`src/rtl/reg_file_sb.sv`:
```
// reg_file_sb: 8-entry register file with one-hot writeback/issue scoreboard and sticky select-error flag.
// Define RF_BYPASS_EN to forward same-cycle writeback data into the registered read ports.
module reg_file_sb #(
  parameter int WIDTH = 16,
  parameter int NREGS = 8
) (
  input  logic             clk,
  input  logic             rst,
  input  logic             wr_en,
  input  logic [7:0]       wr_onehot,
  input  logic [WIDTH-1:0] wr_data,
  input  logic             iss_valid,
  input  logic [7:0]       iss_onehot,
  input  logic [2:0]       rd_addr_a,
  input  logic [2:0]       rd_addr_b,
  output logic [WIDTH-1:0] rd_data_a,
  output logic [WIDTH-1:0] rd_data_b,
  output logic [7:0]       busy,
  output logic             hazard_a,
  output logic             hazard_b,
  output logic             onehot_err
);
  logic [WIDTH-1:0] regs [NREGS];
  logic             wr_legal, iss_legal, bad_sel;
  logic [7:0]       clr, set;
  logic [WIDTH-1:0] next_a, next_b;
  always_comb begin
    wr_legal  = $onehot(wr_onehot);
    iss_legal = $onehot(iss_onehot);
    bad_sel   = (wr_en & ~wr_legal) | (iss_valid & ~iss_legal);
    clr       = (wr_en & wr_legal) ? wr_onehot : 8'h00;
    set       = (iss_valid & iss_legal) ? iss_onehot : 8'h00;
    hazard_a  = busy[rd_addr_a] & ~clr[rd_addr_a];
    hazard_b  = busy[rd_addr_b] & ~clr[rd_addr_b];
`ifdef RF_BYPASS_EN
    next_a    = clr[rd_addr_a] ? wr_data : regs[rd_addr_a];
    next_b    = clr[rd_addr_b] ? wr_data : regs[rd_addr_b];
`else
    next_a    = regs[rd_addr_a];
    next_b    = regs[rd_addr_b];
`endif
  end
  // set is applied after clear so a same-cycle issue keeps the register busy
  always_ff @(posedge clk or posedge rst) begin
    if (rst) begin
      for (int i = 0; i < NREGS; i++) regs[i] <= '0;
      rd_data_a  <= '0;
      rd_data_b  <= '0;
      busy       <= '0;
      onehot_err <= 1'b0;
    end else begin
      for (int i = 0; i < NREGS; i++) if (clr[i]) regs[i] <= wr_data;
      rd_data_a  <= next_a;
      rd_data_b  <= next_b;
      busy       <= (busy & ~clr) | set;
      onehot_err <= onehot_err | bad_sel;
    end
  end
endmodule

```
`config.mk`:
```
export PLATFORM = sky130hd
export DESIGN_NAME = reg_file_sb
export DESIGN_NICKNAME = d
export VERILOG_FILES = /design/src/rtl/reg_file_sb.sv
export SDC_FILE = /design/constraint.sdc
export NUM_CORES = 1
export LEC_CHECK = 0
export CORE_MARGIN = 2
export CORE_UTILIZATION = 40
export DETAILED_ROUTE_END_ITERATION = 8
export PLACE_DENSITY = 0.56
export SYNTH_ARGS = -nofsm -noshare
export SYNTH_HDL_FRONTEND = slang
export SYNTH_SLANG_ARGS = --single-unit
export TNS_END_PERCENT = 10
```
`constraint.sdc`:
```
create_clock -name clk -period 6.15 [get_ports clk]
set_input_delay 0.615 -clock clk [delete_from_list [all_inputs] [get_ports clk]]
set_output_delay 0.615 -clock clk [all_outputs]
set_load 0.02 [all_outputs]
```
==> summary.md, run 1 <==
| Metric | Value |
|---|---|
| Status | `completed` |
| Largest net degree at the start of global routing | `~120` |
| First-pass GRT wire length | `approximately 33 mm` |
| Post-synth top cells | `169 x dfrtp_1, 116 x mux2_2, 68 x mux4_2, 45 x mux2_4, 24 x inv_1` |
| Gr ovfl total | `0` |
| Async S/R FF share, synth | `100%` |
| Die area | `23000 um2` |
| WP data required | `between 5 and 6 ns` |
| Core Footprint | `21200 um2` |
| First drt pass iteration count | `5` |
| Root buffer cell | `clkbuf_16` |
| GP Congestion | `0.765` |
| Setup crit start kind | `primary input` |
| CP Capture Point | `hazard_a` |
| Num CTS Buffers | `17` |
| Worst-skew pair later-pin latency | `around 0.43 ns` |
| Via-to-Cell Ratio | `between 5 and 6` |
| Wire per inst | `about 24 um` |
| Synthesis warning total | `0` |
| Worst Reg-to-Reg Cells | `2` |
| Die Span Y | `152 um` |
| Share of cells above drive strength 1 | `a little under half` |
| Final Power | `between 4 and 5 mW` |
| Post-synth EDFFs | `0` |
| VDD IR-drop max | `between 0.00015 and 0.0002 V` |
| Synth area leader | `dfrtp_1` |
| DP HPWL | `12.4 mm` |
| Worst setup path start | `wr_onehot[1]` |
| Yosys top cell area share | `48.6%` |
| PwrDens | `~470 nW/um2` |
| Via count | `4924` |
| DRC Markers | `0` |
| Worst-margin pin slew | `1.09 ns` |
| CTS tree | `done` |
| Routed wire length | `~21 mm` |
| Max Freq | `around 0.17 GHz` |
| Most numerous cell in the Yosys netlist | `dfrtp_1` |
| Global Route Usage Sum | `19.7%` |
| Worst-path clk slew | `0.07 ns` |
| Worst-case clock buffer depth | `2` |
| 1st-iter DRT viols | `approximately 230` |
| Postcts setup bufs | `0` |
| Reg2reg setup slack | `about 5 ns` |
| Static leakage | `4.48 nW` |
| Register area share after synthesis | `~49%` |
| Cell count after synthesis | `around 520` |
| # setup viols final | `0` |
| Std cell rows | `between 50 and 60` |
| Number of hold violations in the final report | `0` |
| Main area contributors after synthesis | `dfrtp_1 49%, mux4_2 18%, mux2_2 15%` |
| Sink Count | `approximately 170` |
| Period utilization | `about 97%` |
| Setup Skew | `0.00895 ns` |
| Synth Flop Type | `dfrtp_1` |
| Slew Viols, Final | `0` |
| Mapped Area | `just under 9000 um2` |
| Worst Hold Class | `flip-flop to flip-flop` |
| Tmin final | `5.94 ns` |
| Die width | `152 um` |
| Antenna cells | `0` |
| CTS Hold Bufs | `0` |
| FF-to-FF Start | `regs[12]$_DFFE_PP0P_` |
| RR Endpoint | `rd_data_a[12]$_DFF_PP0_` |
| H-tree levels | `4` |
| WS Path Type | `primary input to output port` |
| Seq cells post-synth | `between 150 and 200` |
| Number of port buffers | `84` |
| # IOs | `85` |
| Unrepaired setup endpoints after global routing | `false` |
| Syn nets | `between 500 and 600` |
| Initial antenna violation count | `0` |
| Critical Path Fanout Max | `13` |
| Layout Area Growth over Synthesis | `18.5%` |
| NumNets Final | `about 660` |
| CP Capture Type | `output port` |
| Max Cap Viol | `0` |
| Slew HR | `between 20% and 30%` |
| Unique masters post-synth | `37` |
| Initial Utilization | `roughly 41%` |
| Final Util | `between 40% and 50%` |
| Vias in the first global route | `approximately 5500` |
| Antenna-violating nets left | `0` |
| Setup TNS | `0 ns` |
| Syn avg cell area | `about 17 um2` |
| Resized cells post-CTS | `0` |
| Critical path arrival | `around 5.3 ns` |
-- report_power, final --
group	internal, mW	switching, mW
logic	1.15	0.639
registers	1.65	0.367
clock network	0.576	0.469
total	3.38	1.48
-- metrics by stage --
| stage | hold slack (ns) | setup WS [ns] | instance area, um2 | std cells |
|---|---|---|---|---|
| final | 0.525 | 0.212 | 10300 | 891 |
| after floorplan | 0.491 | 0.960 | 8710 | 517 |
| after global placement | 0.494 | 0.370 | 9740 | 859 |
| after global routing | 0.532 | 0.0369 | 10300 | 891 |
| after CTS | 0.525 | 0.204 | 10300 | 891 |
| after detailed placement | 0.502 | 0.214 | 9740 | 859 |
-- area by class of cell --
type / instances / area [um2]
Tap cell: 275 / 344
Fill cell: 1843 / 10900
Inverter: 24 / 95.1
Clock inverter: 14 / 138
Multi-Input combinational cell: 294 / 4160
Clock buffer: 18 / 439
Sequential cell: 169 / 4230
Timing Repair Buffer: 97 / 918
-- layer usage --
layer	GRT usage [%]	wire length (um)	vias up
li1	-	-	2133
met1	26.1	9540	2669
met2	33.2	10500	107
met3	4.01	702	15
met4	5.09	236	0
met5	0	0	-
-- worst min-delay path by stage --
stage	start	endpoint	slack, ns	cells after the start
after floorplan	regs[24]$_DFFE_PP0P_	regs[24]$_DFFE_PP0P_	0.49	1
after global placement	onehot_err$_DFF_PP0_	onehot_err$_DFF_PP0_	0.49	1
after global routing	regs[93]$_DFFE_PP0P_	regs[93]$_DFFE_PP0P_	0.53	1
after detailed placement	onehot_err$_DFF_PP0_	onehot_err$_DFF_PP0_	0.50	1
after CTS	regs[93]$_DFFE_PP0P_	regs[93]$_DFFE_PP0P_	0.52	1
final	regs[93]$_DFFE_PP0P_	regs[93]$_DFFE_PP0P_	0.52	1
-- state kept, by name, summed over array words and instances (netlist names) --
| signal | flops |
|---|---|
| rd_data_a | 16 |
| rd_data_b | 16 |
| busy | 8 |
| regs | 128 |
| onehot_err | 1 |
-- worst max-delay path: stages --
cell and delay (ns):
clkdlybuf4s50_1 0.55, inv_1 0.09, fa_1 0.48, fa_1 0.52
fa_1 0.41, inv_1 0.07, ha_1 0.17, inv_1 0.07
fa_1 0.51, and3_2 0.24, a2bb2o_4 0.33, a31oi_1 0.24
a31oi_1 0.07, a32oi_1 0.26, clkdlybuf4s50_1 0.68
-- logic make-up (layout without fill, tap and decap cells) --
kind of cell	after synthesis	count (layout)	synth area share, %
compound gates	24	24	2.21
simple gates	27	27	2.47
mux	229	229	40.3
fa+ha+maj	14	14	2.70
flops	169	169	48.6
buf+inv	54	153	3.71
-- cells in the final DEF, fill, tap and decap left out, types with 4 or more instances in the layout --
cell             synthesis  layout
dfrtp_1                169     169
mux2_2                 116     116
clkdlybuf4s50_1          0      80
mux4_2                  68      68
mux2_4                  45      45
inv_1                   24      23
clkbuf_16                0      17
buf_4                    1      13
fa_1                     8       8
a22o_1                   7       7
ha_1                     6       6
nand2_8                  5       5
nand2_1                  5       5
nor2_1                   4       4
inv_6                    0       4
clkinv_4                 0       4
clkinvlp_4               0       4
buf_2                    9       4
No activity file was read; power rests on OpenSTA's default activity.
==> run 2: changes to the inputs <==
CAP_MARGIN = 20   (was not set)
CORE_UTILIZATION = 58   (was 40)
PLACE_DENSITY = 0.78   (was 0.56)
==> summary.md, run 2 (synthesis results as in run 1) <==
| Metric | Value |
|---|---|
| Status | `completed` |
| Multi-input logic area | `4160 um2 (unchanged)` |
| DRC Markers | `0 (unchanged)` |
| Most used cell, CP | `fa_1` |
| Worst Hold Class | `flip-flop to flip-flop` |
| Most common cell after layout, fill and taps aside | `dfrtp_1` |
| Via count | `5012 (+1.8%)` |
| CP max stage delay | `0.64 ns (-0.04 ns)` |
| Slew Viols, Final | `0 (unchanged)` |
| Layout Area Growth over Synthesis | `17.2%` |
| Share of cells above drive strength 1 | `46.8% (-0.41 points)` |
| Setup TNS | `0 ns (unchanged)` |
| CP Capture Type | `output port` |
| Vias in the first global route | `5606 (+2.8%)` |
| Worst-case clock buffer depth | `2 (unchanged)` |
| Die width | `127 um (-17%)` |
| DP HPWL | `10.9 mm (-12%)` |
| Die area | `16000 um2 (-30%)` |
| Slew HR | `39.3% (+12 points)` |
| Number of fill cells in the layout | `932 (-49%)` |
| Global Route Usage Sum | `25.3% (+5.6 points)` |
| CTS Hold Bufs | `0 (unchanged)` |
| WP data required | `5.53 ns (about the same)` |
| Via-to-Cell Ratio | `6.27 (+14%)` |
| CTS tree | `done` |
| Worst-skew pair later-pin latency | `0.44 ns (about the same)` |
| Critical Path Fanout Max | `13 (unchanged)` |
| Setup Skew | `0.00623 ns (-0.00272 ns)` |
| Postcts setup bufs | `0 (unchanged)` |
| Final instance area | `10200 um2 (-1.1%)` |
| Max Freq | `0.170 GHz (+1.1%)` |
| Root buffer cell | `clkbuf_16` |
| # IOs | `85 (unchanged)` |
| Num CTS Buffers | `17 (unchanged)` |
| Wire per inst | `23.2 um (-1.2%)` |
| Unrepaired setup endpoints after global routing | `false` |
| Setup crit start kind | `primary input` |
| Top reg by flops | `regs` |
| GP Congestion | `0.879 (+15%)` |
| Worst-path clk slew | `0.06 ns (about the same)` |
| H-tree levels | `4 (unchanged)` |
| Top flop regs | `regs x128, rd_data_a x16, rd_data_b x16` |
| Resized cells post-CTS | `0 (unchanged)` |
| Critical path arrival | `5.26 ns (-0.06 ns)` |
| Cell area after placement | `9620 um2 (-1.2%)` |
| First-pass GRT wire length | `30.4 mm (-7.7%)` |
| WS Path Type | `primary input to output port` |
| Antenna cells | `0 (unchanged)` |
| Initial antenna violation count | `0 (unchanged)` |
| Max Cap Viol | `0 (unchanged)` |
| Most frequent cells in the layout | `169 x dfrtp_1, 116 x mux2_2, 80 x clkdlybuf4s50_1, 68 x mux4_2, 45 x mux2_4` |
| Gr ovfl total | `0 (unchanged)` |
| Number of hold violations in the final report | `0 (unchanged)` |
| Initial Utilization | `59.7% (+19 points)` |
| Worst-margin pin slew | `0.910 ns (-0.183 ns)` |
| Largest net degree at the start of global routing | `98 (-17%)` |
| VDD IR-drop max | `0.000261 V (+42%)` |
| NumNets Final | `658 (-0.15%)` |
| 1st-iter DRT viols | `295 (+26%)` |
| Number of port buffers | `84 (unchanged)` |
| Die Span Y | `127 um (-17%)` |
| CP Cell Sequence | `clkdlybuf4s50_1 -> inv_1 -> fa_1 -> fa_1 -> fa_1 -> inv_1 -> ha_1 -> inv_1 -> fa_1 -> and3_2 -> a2bb2o_4 -> a21oi_1 -> o21bai_1 -> a32oi_1 -> clkdlybuf4s50_1` |
| Crit-path slowest cell | `clkdlybuf4s50_1` |
| Static leakage | `4.50 nW (+0.45%)` |
| PwrDens | `476 nW/um2 (+1.1%)` |
| Core Footprint | `14600 um2 (-31%)` |
| Final Power | `4.86 mW (about the same)` |
| Final Util | `69.9% (+21 points)` |
| Sink Count | `169 (unchanged)` |
| Tmin final | `5.87 ns (-0.0672 ns)` |
| Antenna-violating nets left | `0 (unchanged)` |
| Std cell rows | `44 (-17%)` |
| First drt pass iteration count | `4 (-1)` |
| Period utilization | `95.5% (-1.1 points)` |
| Routed wire length | `18.6 mm (-11%)` |
| Seq. cell area | `4230 um2 (unchanged)` |
| # setup viols final | `0 (unchanged)` |
| Max reg flops | `128 (unchanged)` |
-- run 2: changes by cell type in the layout (fill, tap and decap cells not counted), moves of 2 or more --
| cell | previous run | this run |
|---|---|---|
| clkinv_2 | 1 | 7 |
| clkinv_4 | 4 | 0 |
| clkinvlp_4 | 4 | 0 |
| clkbuf_8 | 1 | 4 |
| inv_6 | 4 | 1 |
| clkbuf_1 | 0 | 2 |
-- run 2: final timing paths --
check | end | start | slack [ns] | cells past startpoint
hold / removal | regs[27]$_DFFE_PP0P_ | regs[27]$_DFFE_PP0P_ | 0.52 | 1
max in group asynchronous | regs[60]$_DFFE_PP0P_ | rst | 3.96 | 3
setup reg to reg | rd_data_b[14]$_DFF_PP0_ | regs[14]$_DFFE_PP0P_ | 4.85 | 2
hold reg to reg | regs[27]$_DFFE_PP0P_ | regs[27]$_DFFE_PP0P_ | 0.52 | 1
setup / recovery | hazard_a | wr_onehot[3] | 0.28 | 15
min in group asynchronous | regs[48]$_DFFE_PP0P_ | rst | 0.75 | 2
-- run 2: per-layer routing --
layer  up-vias  GRT usage (%)  routed length [um]
li1       2142              -                   -
met1      2696           33.8                8210
met4         0           9.11                 418
met2       137           40.2                9140
met5         -              0                   0
met3        37           7.09                 806
-- run 2: metrics by stage --
step | hold slack (ns) | worst slack, ns | cells
final | 0.524 | 0.280 | 799
after global routing | 0.542 | 0.103 | 799
after CTS | 0.525 | 0.289 | 799
after detailed placement | 0.505 | 0.327 | 767
after global placement | 0.500 | 0.426 | 767
after floorplan | 0.491 | 0.960 | 517
-- run 2: power by group --
part           leakage [nW]  internal, mW  total [mW]  switching, mW
sequential             2.06          1.66        2.02          0.362
combinational          2.14          1.15        1.78          0.632
clock                 0.296         0.635        1.06          0.421
total                  4.50          3.44        4.86           1.42
-- run 2: critical path, delay by kind of cell --
family / cells / cell delay (ns)
buffers and inverters: 5 / 1.47
and+or+nand+nor: 1 / 0.25
adders and majority gates: 5 / 2.06
AOI/OAI and AO/OA: 4 / 0.84
-- run 2: cell type report --
| class | instances | area share [%] |
|---|---|---|
| sequential | 169 | 41.4 |
| multi-input combinational | 294 | 40.7 |
| timing repair buffer | 96 | 8.93 |
| clock buffer | 23 | 4.78 |
| tap | 184 | 2.26 |
| clock inverter | 9 | 0.932 |
| inverter | 24 | 0.932 |
